$ cat src/rtl/pc_redirect_ctrl.sv
// pc_redirect_ctrl
//   Next-PC sequencer. Each cycle selects the PC to load from, highest
//   priority first: EX misprediction redirect, ID jump, IF predicted-taken
//   target, then the sequential PC. It drives the pipeline-register flush
//   lines. A redirect that arrives while instruction memory is busy is held
//   in PENDING until memory is ready. Saturating counters track resolved
//   branches and mispredictions.
//
// Ports
//   clk, rst            clock; asynchronous active-low reset
//   imem_ready          instruction memory can accept a new PC this cycle
//   stall               hazard stall (freezes PC and IF/ID)
//   pc_seq              sequential next PC
//   if_pred_taken/_target   fetch-stage predicted-taken redirect
//   id_jump/id_target       decode-stage unconditional jump
//   ex_is_beq           branch resolved in EX
//   ex_change/ex_target EX misprediction redirect
//   pc_next, pc_we      PC register load value / enable
//   flush_ifid/idrr/rrex    synchronous clears for pipeline registers
//   redirect_busy       a held redirect is waiting for imem_ready
//   branch_cnt, mispred_cnt saturating statistics
module pc_redirect_ctrl #(
    parameter int unsigned WIDTH     = 16,
    parameter int unsigned CNT_WIDTH = 16
) (
    input  logic                 clk,
    input  logic                 rst,
    input  logic                 imem_ready,
    input  logic                 stall,
    input  logic [WIDTH-1:0]     pc_seq,
    input  logic                 if_pred_taken,
    input  logic [WIDTH-1:0]     if_pred_target,
    input  logic                 id_jump,
    input  logic [WIDTH-1:0]     id_target,
    input  logic                 ex_is_beq,
    input  logic                 ex_change,
    input  logic [WIDTH-1:0]     ex_target,
    output logic [WIDTH-1:0]     pc_next,
    output logic                 pc_we,
    output logic                 flush_ifid,
    output logic                 flush_idrr,
    output logic                 flush_rrex,
    output logic                 redirect_busy,
    output logic [CNT_WIDTH-1:0] branch_cnt,
    output logic [CNT_WIDTH-1:0] mispred_cnt
);

    typedef enum logic {
        IDLE    = 1'b0,
        PENDING = 1'b1
    } state_t;

    state_t           state, state_nxt;
    logic [WIDTH-1:0] pend_target, pend_target_nxt;

    // State register and held redirect target
    always_ff @(posedge clk or negedge rst) begin
        if (!rst) begin
            state       <= IDLE;
            pend_target <= '0;
        end else begin
            state       <= state_nxt;
            pend_target <= pend_target_nxt;
        end
    end

    // Next-state and output logic
    always_comb begin
        state_nxt       = state;
        pend_target_nxt = pend_target;
        pc_next         = pc_seq;
        pc_we           = 1'b0;
        flush_ifid      = 1'b0;
        flush_idrr      = 1'b0;
        flush_rrex      = 1'b0;
        redirect_busy   = (state == PENDING);

        unique case (state)
            IDLE: begin
                if (ex_change) begin
                    // Misprediction overrides stall and every younger source.
                    flush_ifid = 1'b1;
                    flush_idrr = 1'b1;
                    flush_rrex = 1'b1;
                    if (imem_ready) begin
                        pc_next = ex_target;
                        pc_we   = 1'b1;
                    end else begin
                        pend_target_nxt = ex_target;
                        state_nxt       = PENDING;
                    end
                end else if (stall) begin
                    // Frozen: a stalled jump is re-presented by decode later.
                    pc_we = 1'b0;
                end else if (id_jump) begin
                    flush_ifid = 1'b1;
                    if (imem_ready) begin
                        pc_next = id_target;
                        pc_we   = 1'b1;
                    end else begin
                        pend_target_nxt = id_target;
                        state_nxt       = PENDING;
                    end
                end else if (if_pred_taken) begin
                    if (imem_ready) begin
                        pc_next = if_pred_target;
                        pc_we   = 1'b1;
                    end
                end else begin
                    pc_we = imem_ready;
                end
            end

            PENDING: begin
                if (ex_change) begin
                    // Newer EX redirect replaces the held target and flushes
                    // once, in its own detection cycle.
                    flush_ifid = 1'b1;
                    flush_idrr = 1'b1;
                    flush_rrex = 1'b1;
                    if (imem_ready) begin
                        pc_next   = ex_target;
                        pc_we     = 1'b1;
                        state_nxt = IDLE;
                    end else begin
                        pend_target_nxt = ex_target;
                    end
                end else if (imem_ready) begin
                    // Held redirect applied without repeating its flush.
                    pc_next   = pend_target;
                    pc_we     = 1'b1;
                    state_nxt = IDLE;
                end
            end

            default: state_nxt = IDLE;
        endcase

        // Reset holds the pipeline cleared and the PC register idle.
        if (!rst) begin
            pc_next       = '0;
            pc_we         = 1'b0;
            flush_ifid    = 1'b1;
            flush_idrr    = 1'b1;
            flush_rrex    = 1'b1;
            redirect_busy = 1'b0;
        end
    end

    // Saturating statistics counters
    always_ff @(posedge clk or negedge rst) begin
        if (!rst) begin
            branch_cnt  <= '0;
            mispred_cnt <= '0;
        end else begin
            if (ex_is_beq && (branch_cnt != '1)) begin
                branch_cnt <= branch_cnt + CNT_WIDTH'(1);
            end
            if (ex_change && (mispred_cnt != '1)) begin
                mispred_cnt <= mispred_cnt + CNT_WIDTH'(1);
            end
        end
    end

endmodule
$ cat config.mk
export PLATFORM = sky130hd
export DESIGN_NAME = pc_redirect_ctrl
export DESIGN_NICKNAME = d
export VERILOG_FILES = /design/src/rtl/pc_redirect_ctrl.sv
export SDC_FILE = /design/constraint.sdc
export NUM_CORES = 1
export LEC_CHECK = 0
export ABC_AREA = 1
export CORE_ASPECT_RATIO = 1.75
export CORE_MARGIN = 2
export CORE_UTILIZATION = 51
export CTS_CLUSTER_DIAMETER = 200
export CTS_CLUSTER_SIZE = 16
export DETAILED_ROUTE_END_ITERATION = 6
export MAX_ROUTING_LAYER = met4
export PLACE_DENSITY_LB_ADDON = 0.08
export SLEW_MARGIN = 0
export SYNTH_ARGS = -nofsm -noshare
export SYNTH_HDL_FRONTEND = slang
export SYNTH_SLANG_ARGS = --single-unit
$ cat constraint.sdc
create_clock -name clk -period 3.1 [get_ports clk]
set_clock_uncertainty 0.1 [all_clocks]
set_input_delay 0.465 -clock clk [delete_from_list [all_inputs] [get_ports clk]]
set_output_delay 0.465 -clock clk [all_outputs]
set_load 0.05 [all_outputs]
==> results.ini <==
[layout]
finalNetCount = 817
diodes = 0
drive_gt1_share_pct = 8.74
instances_no_fill = 832
mostFrequentLayoutCells = nand2_1, clkdlybuf4s50_1, inv_1
mostFrequentLayoutCell = nand2_1
design_area_um2 = 5510
syn2layout_area_growth_pct = 41.5

[timing]
rsz0062_at_grt = false
slew_violations = 0
period_needed_ns = 2.88
tightestPinTransition_ns = 0.743
hold_viol_final = 0
fmax_mhz = 348
tns_ns = 0
setup_viol = 0
timing.slew.headroom_pct = 50.5
period_share_pct = 92.8

[placement]
port_buffers = 124
dp.cells = 824
placed_cell_area_um2 = 5340
gp_congestion = 0.884
dpl.hpwl_mm = 8.25

[critical_path]
critical_path_class = input pin to primary output
cp-startpoint = ex_change
cp-end-kind = primary output
max_stage_delay_ns = 0.60
cp_max_fo = 16
crit_family = simple AND/OR/NAND/NOR gates
cp-start-kind = input pin
cp_slowest_cell = clkdlybuf4s50_1
path_cells = clkdlybuf4s50_1, nor2_8, inv_2, or2_1, a21oi_1, nor2_1, buf_12
required_ns = 2.53
cp_num_buf_inv = 3
cp.arrival_ns = 2.31
regToRegStartpoint = branch_cnt[0]

[drt]
drc = 0
avgRoutedWirePerCell_um = 12.4
detail-route-antenna-nets = 0
wirelength_mm = 10.3
first_iter_violations = 236
via_per_inst = 5.11
vias = 4254
drt-pass1-iter-count = 4

[synth]
yosysSeqAreaShare_pct = 31.5
yosys.cell_types.count = 36
syn_avg_cell_area_um2 = 6.19
ys_seq_elements = 49
synthCells = 629
syn-num-nets = 703
syn-cell-area_um2 = 3890
ys_async_sr_fraction_pct = 100
synth_edf_count = 0
ys.flop_type = dfrtp_1
yosys_warnings = 0

[floorplan]
die_h_um = 120
coreArea_um2 = 7460
dieArea_um2 = 8380
rows = 42
start_util_pct = 52.2
io_pins = 125
fp.dieW_um = 70.1

[clocking]
cts_tree = yes
cts_setup_buffers = 0
clk_pin_slew_ns = 0.06
htree_levels = 2
hold_buffers = 0
cts.sinks = 49
ctsResizeCount = 0
root_buffer = clkbuf_16
clk_latency_ns = 0.29
clock_path_buffers = 2
cts_buffers = 5

[grt]
gr-total-overflow = 0
grt_pass1_vias = 4177
track_usage_pct = 26.3
grt_max_degree = 51
grt_pass1_wl_mm = 18.0
antenna_found_initial = 0

[power_and_ir_drop]
p_leak_nw = 2.63
peakVddDrop_v = 0.000318
cellPowerDensity_nw_per_um2 = 487
power.total_mw = 2.68

[run]
drv_cap = 0

[status]
status = complete, no violations

[hold_path]
hp-class = input pin to asynchronous set/reset pin

## metal layers
| metal | vias to the layer above | global-route usage (%) | share of wire, % |
|---|---|---|---|
| met2 | 134 | 46.7 | 53 |
| met4 | 0 | 11.3 | 3.1 |
| met1 | 1916 | 29.5 | 40 |
| met5 | - | - | 0 |
| li1 | 2178 | - | - |
| met3 | 26 | 2.77 | 3.9 |
## kinds of logic (layout without fill, tap and decap cells)
logic type      count (synthesis)  after routing  synth area share (%)
compound gates                101            101                  15.1
xor+xnor                       15             15                  3.37
fa+ha+maj                       2              2                 0.642
buf+inv                       118            233                  13.0
flops                          49             49                  31.5
simple gates                  344            344                  36.4
## layout make-up
cell class | count | area [µm²]
clock buffers | 7 | 143
clock inverters | 1 | 30.0
fillers | 628 | 1950
inverters | 94 | 353
multi-input cells | 462 | 2160
flip-flops and latches | 49 | 1230
well taps | 88 | 110
repair buffers | 131 | 1490
## sequential cells by signal (all words and copies together) (netlist names)
| signal | count |
|---|---|
| mispred_cnt | 16 |
| branch_cnt | 16 |
| pend_target | 16 |
| state | 1 |
## cells in the mapped netlist, types with 2 or more instances
master / n / area share [%]
xor2_1: 7 / 1.6
dfrtp_1: 49 / 31
nand2_2: 3 / 0.48
ha_1: 2 / 0.64
nand2_1: 233 / 22
clkbuf_1: 5 / 0.48
a21oi_2: 10 / 2.2
a31oi_1: 4 / 0.64
nor2_1: 66 / 6.4
xnor2_1: 8 / 1.8
nand3_1: 19 / 2.4
o21ai_0: 26 / 3.3
buf_4: 2 / 0.39
inv_1: 88 / 8.5
buf_6: 6 / 1.7
nor2_2: 2 / 0.32
o211ai_1: 12 / 2.3
or2_2: 4 / 0.64
a21oi_1: 36 / 4.6
inv_2: 5 / 0.48
o21ai_1: 9 / 1.2
buf_2: 10 / 1.3
nand4_1: 9 / 1.4
nand3_2: 2 / 0.51
## final timing paths
check	to	slack, ns	cells after the start
min in group clk	branch_cnt[12]	0.42	1
max in group asynchronous	mispred_cnt[15]	2.25	2
worst min-delay path	pend_target[1]	0.23	2
worst max register to register	branch_cnt[6]	1.10	8
worst min register to register	branch_cnt[12]	0.42	1
worst max-delay path	pc_next[1]	0.22	7
## power breakdown
| group | switching, mW | internal, mW |
|---|---|---|
| Combinational | 0.701 | 0.447 |
| Clock | 0.231 | 0.403 |
| Sequential | 0.151 | 0.749 |
| Total | 1.08 | 1.60 |
## metrics by stage
stage	hold slack, ns	setup slack, ns	util (%)
3_3_place_gp	0.401	0.257	71.5
3_5_place_dp	0.410	0.202	71.5
6_report	0.229	0.223	73.9
5_1_grt	0.294	0.115	73.9
2_1_floorplan	0.0694	0.542	-
4_1_cts	0.264	0.185	73.9
(Power assumes the default switching activity.)
